[src/rtl/product_accumulator.sv]
// product_accumulator: sums blocks of multiplier products behind valid/ready.
// Optional saturation via PRODUCT_ACC_SAT_EN (undefined: wrap modulo 2^ACC_W).
module product_accumulator #(
  parameter int ACC_W     = 12,
  parameter int BLOCK_LEN = 4
) (
  input  logic             clk,
  input  logic             rst,
  input  logic [7:0]       in_product,
  input  logic             in_valid,
  output logic             in_ready,
  input  logic             flush,
  output logic [ACC_W-1:0] out_sum,
  output logic [7:0]       out_count,
  output logic             out_ovf,
  output logic             out_valid,
  input  logic             out_ready
);

  typedef enum logic [1:0] {
    IDLE  = 2'd0,
    ACCUM = 2'd1,
    DONE  = 2'd2
  } state_t;

  localparam logic [7:0] BLEN = 8'(BLOCK_LEN);

  state_t           state, state_nxt;
  logic [ACC_W-1:0] acc;
  logic [7:0]       cnt;
  logic             ovf;

  logic             xfer;
  logic             dlvr;
  logic [ACC_W:0]   sum_w;
  logic             carry;
  logic [ACC_W-1:0] acc_add;
  logic [7:0]       cnt_add;
  logic             ovf_add;
  logic             close_x;
  logic             close_f;

  assign in_ready  = (state != DONE);
  assign out_valid = (state == DONE);
  assign xfer      = in_valid && in_ready;
  assign dlvr      = out_valid && out_ready;

  assign sum_w   = {1'b0, acc} + (ACC_W+1)'(in_product);
  assign carry   = sum_w[ACC_W];
  assign cnt_add = cnt + 8'd1;
  assign ovf_add = ovf | carry;
`ifdef PRODUCT_ACC_SAT_EN
  assign acc_add = carry ? {ACC_W{1'b1}} : sum_w[ACC_W-1:0];
`else
  assign acc_add = sum_w[ACC_W-1:0];
`endif

  assign close_x = xfer && ((cnt_add == BLEN) || flush);
  assign close_f = !xfer && flush && (state == ACCUM);

  // State register
  always_ff @(posedge clk or posedge rst) begin
    if (rst) state <= IDLE;
    else     state <= state_nxt;
  end

  // Next-state decode
  always_comb begin
    state_nxt = state;
    unique case (state)
      IDLE: begin
        if (close_x)   state_nxt = DONE;
        else if (xfer) state_nxt = ACCUM;
      end
      ACCUM: begin
        if (close_x || close_f) state_nxt = DONE;
      end
      DONE: begin
        if (dlvr) state_nxt = IDLE;
      end
      default: state_nxt = IDLE;
    endcase
  end

  // Running block totals; cleared when the result is taken
  always_ff @(posedge clk or posedge rst) begin
    if (rst) begin
      acc <= '0;
      cnt <= '0;
      ovf <= 1'b0;
    end else if (dlvr) begin
      acc <= '0;
      cnt <= '0;
      ovf <= 1'b0;
    end else if (xfer) begin
      acc <= acc_add;
      cnt <= cnt_add;
      ovf <= ovf_add;
    end
  end

  // Result registers, loaded only when a block closes
  always_ff @(posedge clk or posedge rst) begin
    if (rst) begin
      out_sum   <= '0;
      out_count <= '0;
      out_ovf   <= 1'b0;
    end else if (close_x) begin
      out_sum   <= acc_add;
      out_count <= cnt_add;
      out_ovf   <= ovf_add;
    end else if (close_f) begin
      out_sum   <= acc;
      out_count <= cnt;
      out_ovf   <= ovf;
    end
  end

endmodule

[config.mk]
export PLATFORM = sky130hd
export DESIGN_NAME = product_accumulator
export DESIGN_NICKNAME = d
export VERILOG_FILES = /design/src/rtl/product_accumulator.sv
export SDC_FILE = /design/constraint.sdc
export NUM_CORES = 1
export LEC_CHECK = 0
export CORE_UTILIZATION = 25
export CTS_CLUSTER_SIZE = 28
export DETAILED_ROUTE_END_ITERATION = 12
export PLACE_DENSITY = 0.45
export SYNTH_ARGS = -nofsm -noshare
export SYNTH_HDL_FRONTEND = slang
export SYNTH_SLANG_ARGS = --single-unit
[constraint.sdc]
create_clock -name clk -period 2.49 [get_ports clk]
set_clock_uncertainty 0.2 [all_clocks]
set_input_delay 0.498 -clock clk [delete_from_list [all_inputs] [get_ports clk]]
set_output_delay 0.498 -clock clk [all_outputs]
set_load 0.02 [all_outputs]
==> flow_metrics.env <==
export IMPL_postLayoutSetupSlackWorst_ns=0.108
export IMPL_core_area_um2=9730
export IMPL_timing_critical_path_fanout_max=5
export IMPL_hold_viol_final=0
export IMPL_synth_yosys_seq_area_share_pct=43.9
export IMPL_final_min_clock_period_ns=2.38
export IMPL_yosysTopAreaCellShare_pct=43.9
export IMPL_ctsRootBufferMaster="clkbuf_8"
export IMPL_insertedDiodeCount=0
export IMPL_final_setup_viol_count=0
export IMPL_dominantRegCellSynth="dfrtp_1"
export IMPL_first_global_vias=2256
export IMPL_fin_cells=464
export IMPL_rsz0062_at_grt="no"
export IMPL_irDropWorstVdd_uv=445
export IMPL_detail_route_wirelength_um=7110
export IMPL_design_portCount=36
export IMPL_cp_data_required_time_ns=1.79
export IMPL_synthesis_area_per_instance_um2=9.36
export IMPL_drt_pass1_iterations=4
export IMPL_routed_wire_length_per_instance_um=15.3
export IMPL_maximum_clock_frequency_ghz=0.420
export IMPL_cts_hold_repair_buffers=0
export IMPL_grt_max_degree=27
export IMPL_detail_route_drc_violations=0
export IMPL_worstSetupPathType="reg -> out"
export IMPL_drv_slew=0
export IMPL_n_fill_cell=1049
export IMPL_clock_tree_buffer_depth=2
export IMPL_wire_length_of_the_first_global_routing_pass_um=11700
export IMPL_crit_path_start_kind="flop"
export IMPL_synth_largest_area_cell="dfrtp_1"
export IMPL_timing_rr_start="cnt[7]"
export IMPL_avgViaCountPerCell=4.91
export IMPL_drt_iter0_markers=70
export IMPL_seq_area_um2=1100
export IMPL_area_growth_syn_to_layout_pct=34.9
export IMPL_routabilityCongestion=0.751
export IMPL_area_occupied_by_multi_input_gates_um2=1350
export IMPL_critical_path_startpoint="state[0]"
export IMPL_power_per_cell_area_nw_per_um2=1190
export IMPL_die_h_um=102
export IMPL_status="complete, no violations"
export IMPL_number_of_library_cell_types_mapped_by_synthesis=53
export IMPL_die_w_um=102
export IMPL_rows=36
export IMPL_netlist_instances=268
export IMPL_synth_common_cells="dfrtp_1 (44), nand2_1 (26), a21oi_1 (21), nor2_1 (19), o21ai_0 (16)"
export IMPL_post_place_cells=455
export IMPL_port_buffers=35
export IMPL_ys_ff_latch=44
export IMPL_floorplan_die_area_um2=10400
export IMPL_cellLeakagePower_uw=0.00148
export IMPL_track_usage_pct=14.8
export IMPL_post_dp_hpwl_um=5160
export IMPL_ys_top_cells_by_area="dfrtp_1 (44%), ha_1 (4.5%), a21oi_1 (4.2%)"
export IMPL_synth_edff_count=0
export IMPL_worstHoldPathType="in -> async"
export IMPL_synth_warnings=0
export IMPL_clk_transition_reported_paths_ns=0.09
export IMPL_post_place_ws_ns=-0.398
export IMPL_timing_max_slew_rel_slack_pct=64.4
export IMPL_tightestPinTransition_ns=0.532
export IMPL_layout_worst_path_cycle_share_pct=95.6
export IMPL_global_route_overflow_total=0
export IMPL_tritoncts="yes"
export IMPL_end_kind="output port"
export IMPL_numCtsBuffers=5
export IMPL_routed_via_count=2276
export IMPL_clk_latency_ns=0.30
export IMPL_htreeDepth=2
export IMPL_post_syn_area_um2=2510
export IMPL_number_of_nets_at_the_end_of_the_flow=353
export IMPL_synthesis_nets=291
export IMPL_clock_sinks=44
export IMPL_max_cap_violations=0
export IMPL_postRouteAntennaNets=0
export IMPL_critical_path_arrival_ns=1.68
export IMPL_grt_antenna_before_repair=0
export IMPL_initial_core_util_pct=25.8
export IMPL_drive_above_1_share_pct=19.9
export IMPL_yosys_cell_count_top_type="dfrtp_1"
export IMPL_synthArstFlopShare_pct=100
==> power breakdown <==
| part | total, uW | switching (uW) | internal, uW |
|---|---|---|---|
| registers | 1230 | 232 | 1000 |
| clock network | 483 | 256 | 227 |
| logic | 2300 | 1180 | 1120 |
==> layer usage <==
metal  vias up  global-route usage (%)  share of wire [%]
met3         6                    2.80                3.5
met2        42                    23.6                 46
li1       1114                       -                  -
met1      1114                    20.7                 50
met4         0                    3.63               0.94
met5         -                       0                  0
==> cell families after synthesis <==
family | synth area share, %
xor+xnor | 1.40
compound gates | 27.8
simple gates | 15.0
mux | 1.70
flops | 43.9
fa+ha+maj | 5.29
buf+inv | 4.89
==> cell usage in the layout, fill, tap and decap left out, types with 2 or more instances in the layout <==
cell type / netlist / layout
nor2_1: 19 / 19
clkbuf_8: 0 / 6
o22ai_1: 4 / 4
and3_1: 5 / 5
nand3_1: 8 / 8
o21a_1: 2 / 2
ha_4: 0 / 2
o21ai_2: 3 / 3
nor3_1: 2 / 2
dlymetal6s2s_1: 0 / 2
clkdlybuf4s50_1: 0 / 33
dfrtp_1: 44 / 44
o211ai_1: 2 / 2
o21ai_0: 16 / 15
nand2b_1: 3 / 3
a21o_1: 4 / 4
or3_1: 2 / 2
clkbuf_1: 8 / 2
a31oi_1: 7 / 7
o21ai_1: 11 / 11
and2_1: 3 / 3
a211o_1: 2 / 2
nand2_1: 26 / 26
xor2_1: 3 / 3
a22o_1: 6 / 6
inv_1: 13 / 12
ha_1: 9 / 6
o221a_2: 3 / 3
a21oi_1: 21 / 21
nand4_1: 2 / 2
buf_4: 1 / 33
o32ai_1: 3 / 3
o31ai_1: 5 / 4
nor3_2: 2 / 2
mux2i_1: 2 / 2
mux2_2: 2 / 2
==> sequential cells by signal, indices dropped and copies added (netlist names) <==
| register | count |
|---|---|
| acc | 12 |
| state | 2 |
| ovf | 1 |
| cnt | 8 |
| out_sum | 12 |
| out_count | 8 |
| out_ovf | 1 |
==> path summary, 6_finish.rpt <==
check	to	slack, ns	cells after the start
min in group clk	acc[7]	0.33	2
setup reg to reg	out_sum[10]	0.17	6
max in group asynchronous	out_sum[9]	1.28	3
hold reg to reg	acc[7]	0.33	2
hold / removal	out_count[1]	0.31	2
setup / recovery	out_valid	0.11	3
==> metrics by stage <==
step	total power [uW]	utilization (%)	area, um^2	TNS (ns)	hold WS, ns
floorplan	2540	-	2510	0	0.267
global route	4350	34.8	3380	0	0.351
detailed placement	3470	33.0	3210	-4.19	0.311
global placement	3460	33.0	3210	-3.96	0.303
CTS	3980	34.0	3310	0	0.325
finish	4020	34.8	3380	0	0.313
==> layout make-up <==
| class | count | area share [%] |
|---|---|---|
| multi-input cells | 197 | 40.0 |
| repair buffers | 69 | 18.4 |
| well taps | 133 | 4.92 |
| clock buffers | 8 | 2.66 |
| inverters | 13 | 1.44 |
| flip-flops and latches | 44 | 32.6 |
==> worst max-delay path, stage by stage (launching register included) <==
cell             delay, ns
dfrtp_1               0.43
nand2b_1              0.21
inv_1                 0.14
clkdlybuf4s50_1       0.62
==> what timing repair did <==
action	in CTS	in global routing
gates resized for setup	2	14
pin swaps	1	4
hold endpoints to repair	0	0
setup buffers	0	1
setup endpoints to repair	7	17
Power figures use the tool's default switching activity.
==> RTL change 1, RTL diff (same settings) <==
Put one more register stage on the output `out_count`, without a reset. The value now appears one clock later. The other outputs are not delayed to match.
--- a/src/rtl/product_accumulator.sv
+++ b/src/rtl/product_accumulator.sv
@@ -26,2 +26,4 @@
   localparam logic [7:0] BLEN = 8'(BLOCK_LEN);
+
+  logic [7:0] out_count_s0;
 
@@ -105,3 +107,3 @@
       out_sum   <= '0;
-      out_count <= '0;
+      out_count_s0 <= '0;
       out_ovf   <= 1'b0;
@@ -109,3 +111,3 @@
       out_sum   <= acc_add;
-      out_count <= cnt_add;
+      out_count_s0 <= cnt_add;
       out_ovf   <= ovf_add;
@@ -113,3 +115,3 @@
       out_sum   <= acc;
-      out_count <= cnt;
+      out_count_s0 <= cnt;
       out_ovf   <= ovf;
@@ -118,2 +120,6 @@
 
+  always_ff @(posedge clk) begin
+    out_count <= out_count_s0;
+  end
+
 endmodule
Formal check against the unedited RTL: not equivalent (a bounded check fails within 4 cycles, from zero or initial values and one cycle with rst high).
==> RTL change 1 against the original RTL <==
  * Sequential power is 14% higher
  * Synthesized area rose by 8.8%
  * Worst setup slack lost 0.030 ns
  * Cell area grew 6.6%
  * Critical endpoint unchanged
  * Routed wire length up 2.9%
  * Total power is 1.8% lower
  * Critical path depth unchanged
  * Sequential cell count is 8 higher
==> RTL change 1: results (changes against the original RTL) <==
stage	metric	value	unit	change
routing	met1 layer wirelength in the final routing	3520	um	about the same
placement	pre-CTS setup slack	-0.370	ns	+0.0286 ns
worst_setup_path	reg-to-reg endpoint	out_sum[7]		
synthesis	fraction of registers with async set/reset	84.6	%	-15 points
placement	Post-Place Cells	470		+3.3%
worst_hold_path	Min-Delay Path Class	reg -> reg		
final_layout	fraction of final layout cells sized beyond drive strength 1	20.3	%	+0.41 points
placement	post-detail-place hpwl	5220	um	+1.3%
worst_setup_path	worst reg-to-reg setup slack	0.13	ns	-0.04 ns
power	power share of the sequential group	35.5	%	+4.8 points
routing	met2 wirelength from detailed routing	3430	um	+4.8%
grt	vias in the first global route	2332		+3.4%
synthesis	register area share after synthesis	46.2	%	+2.3 points
power	switching part of the total	40.2	%	-1.4 points
routing	DR vias/cell	4.83		-1.6%
grt	global-route wire length before repair	12200	um	+3.6%
synthesis	leading post-synthesis cells by instance count	dfrtp_1 (44), nand2_1 (29), o21ai_0 (22), nor2_1 (20)		
synthesis	syn avg cell area	9.75	sq um	+4.2%
power	combinational share of power	52.4	%	-4.9 points
grt	largest net degree at the start of global routing	31		+15%
placement	placed inst area	3430	sq um	+6.9%
worst_setup_path	crit path DAT	1.71	ns	+0.03 ns
run_status	result of the run	complete, no violations		
grt	routing usage on met2	22.8	%	-0.82 points
synthesis	adder and majority gate portion of the synthesized area	4.86	%	-0.43 points
power	Total Power	3950	uW	-1.8%
routing	routed wire length on met3	310	um	+24%
timing	worst slew slack as a fraction of its limit	66.8	%	+2.3 points
synthesis	Synth Net Count	303		+4.1%
synthesis	Post-Synth XOR/XNOR Area	1.60	%	+0.21 points
grt	overall routing resource usage	13.7	%	-1.1 points
grt	M1 GR Usage	18.3	%	-2.4 points
routing	Routed Wire Length	7320	um	+2.9%
placement	last weighted congestion value of the routability-driven placer	0.832		+11%
routing	Initial DRC Count	75		+7.1%
synthesis	top post-synthesis cells by area	dfrtp_1 (40%), dfxtp_1 (5.9%), ha_1 (4.1%)		
final_layout	final non-filler cell total	480		+3.4%
-- RTL change 1: cell types whose count changed in the layout (fill, tap and decap cells not counted), sizes merged, moves of 4 or more --
cell / change
nand2: +4
a21oi: -6
dfxtp: +8
o32ai: -4
a211oi: +4
-- RTL change 1: worst max path at each step --
| stage | start | to | slack (ns) | cells after the start |
|---|---|---|---|---|
| after floorplan | in_product[4] | out_sum[10] | 0.19 | 6 |
| after global placement | in_product[0] | out_sum[8] | -0.37 | 10 |
| after detailed placement | in_product[0] | out_sum[10] | -0.37 | 9 |
| after CTS | in_product[0] | out_sum[8] | 0.0007 | 10 |
| after global routing | in_product[4] | out_ovf | 0.006 | 7 |
| final | state[0] | out_valid | 0.08 | 3 |
-- RTL change 1: area by class of cell --
type	count	area (sq um)
clock buffers	5	68.8
multi-input cells	203	1420
well taps	136	170
clock inverters	2	12.5
flip-flops and latches	52	1260
inverters	14	52.6
repair buffers	68	617
fillers	1119	6860
==> RTL change 2, RTL diff (same settings) <==
Made on the original files. Change the parameter `ACC_W` from 12 to 18.
--- a/src/rtl/product_accumulator.sv
+++ b/src/rtl/product_accumulator.sv
@@ -3,3 +3,3 @@
 module product_accumulator #(
-  parameter int ACC_W     = 12,
+  parameter int ACC_W     = 18,
   parameter int BLOCK_LEN = 4
Ports: changed (resized out_sum); port bits go from 36 to 42. No check against the original RTL was run, so the function may have changed too.
==> RTL change 2 against the original RTL <==
  * Routed wire length up 34%
  * Clock power grew 70%
  * Total power up 25%
  * Sequential cell count rose by 12
  * Sequential share of layout area is 1.3 points lower
  * First-iteration DRC count is 140% higher
  * Worst setup slack worse by 0.0062 ns
  * Largest cell class unchanged
  * Global-route usage down 0.36 points
  * Count of clock-buffer cells in the layout is 3 lower
  * Fmax decreased by 0.26%
  * Synthesized area grew 33%
  * Cell area is 33% higher
==> RTL change 2: results (changes against the original RTL) <==
stage	metric	value	unit	change
synthesis	adder and majority gate portion of the synthesized area	3.97	%	-1.3 points
placement	pre-CTS setup slack	-0.591	ns	-0.193 ns
power	switching part of the total	40.3	%	-1.2 points
grt	routing usage on met2	23.2	%	-0.39 points
synthesis	number of distinct library cell variants in the gate-level netlist after synthesis	57		+7.5%
final_layout	number of non-clock inverters in the layout	10		-3
final_layout	layout overhead on the synthesized area	34.1	%	
placement	count of port buffers added during placement	41		+17%
final_layout	total of fill cells in the finished design	1303		+24%
final_layout	fraction of the core area covered by cells at the end of the flow	35.0	%	+0.20 points
timing	highest clock frequency the design can meet	419	MHz	-0.26%
worst_setup_path	worst reg-to-reg setup slack	0.13	ns	-0.04 ns
synthesis	leading post-synthesis cells by instance count	dfrtp_1 (56), nand2_1 (35), a21oi_1 (26), nor2_1 (18)		
placement	Post-Place Cells	578		+27%
grt	overall routing resource usage	14.5	%	-0.36 points
routing	Via Count	2976		+31%
grt	largest net degree at the start of global routing	28		+3.7%
synthesis	fraction of the mapped netlist area in compound gates	30.4	%	+2.6 points
cts	number of clock sinks	56		+27%
power	power density of the placed cells	1120	nW/um^2	-5.5%
synthesis	mux cell area share after synthesis	1.57	%	-0.12 points
final_layout	total of clock buffers placed in the layout	5		-3
final_layout	fin nets	436		+24%
final_layout	multi-input logic area	1890	sq um	+40%
final_layout	area share of buffers outside the clock network	17.2	%	-1.2 points
routing	Routed Wire Length	9530	um	+34%
worst_setup_path	longest individual stage delay on the worst path	0.42	ns	-0.20 ns
timing	worst slew slack as a fraction of its limit	58.7	%	-5.7 points
final_layout	register area	1400	sq um	+27%
synthesis	register area share after synthesis	41.9	%	-2.0 points
synthesis	syn avg cell area	9.69	sq um	+3.6%
routing	routed wire length on met3	343	um	+38%
synthesis	top post-synthesis cells by area	dfrtp_1 (42%), nand2_1 (3.9%), a21oi_1 (3.9%)		
run_status	result of the run	complete, no violations		
final_layout	number of non-clock buffers in the layout	79		+14%
power	total leakage power	0.00183	uW	+24%
-- RTL change 2: cell count changes in the layout (fill, tap and decap cells not counted), moves of 6 or more --
cell / delta
a31oi_1: +7
o221a_1: +6
dfrtp_1: +12
o211ai_1: +6
clkbuf_8: -6
clkdlybuf4s50_1: +6
nand3_1: +7
nand2_1: +9
-- RTL change 2: worst paths after layout --
check / startpoint / endpoint / cells past startpoint
max in group asynchronous: rst / cnt[7] / 3
max: in_product[0] / acc[10] / 9
min: acc[16] / acc[16] / 1
min in group asynchronous: rst / out_sum[0] / 2
max reg2reg: acc[0] / acc[10] / 8
min reg2reg: acc[16] / acc[16] / 1
-- RTL change 2: power by group through the flow --
| stage | clock (uW) | sequential, uW | combinational, uW |
|---|---|---|---|
| after floorplan | 0 | 1700 | 1330 |
| after global placement | 0 | 1490 | 2600 |
| after detailed placement | 0 | 1490 | 2620 |
| after CTS | 844 | 1480 | 2690 |
| after global routing | 886 | 1540 | 2990 |
| final | 822 | 1490 | 2730 |
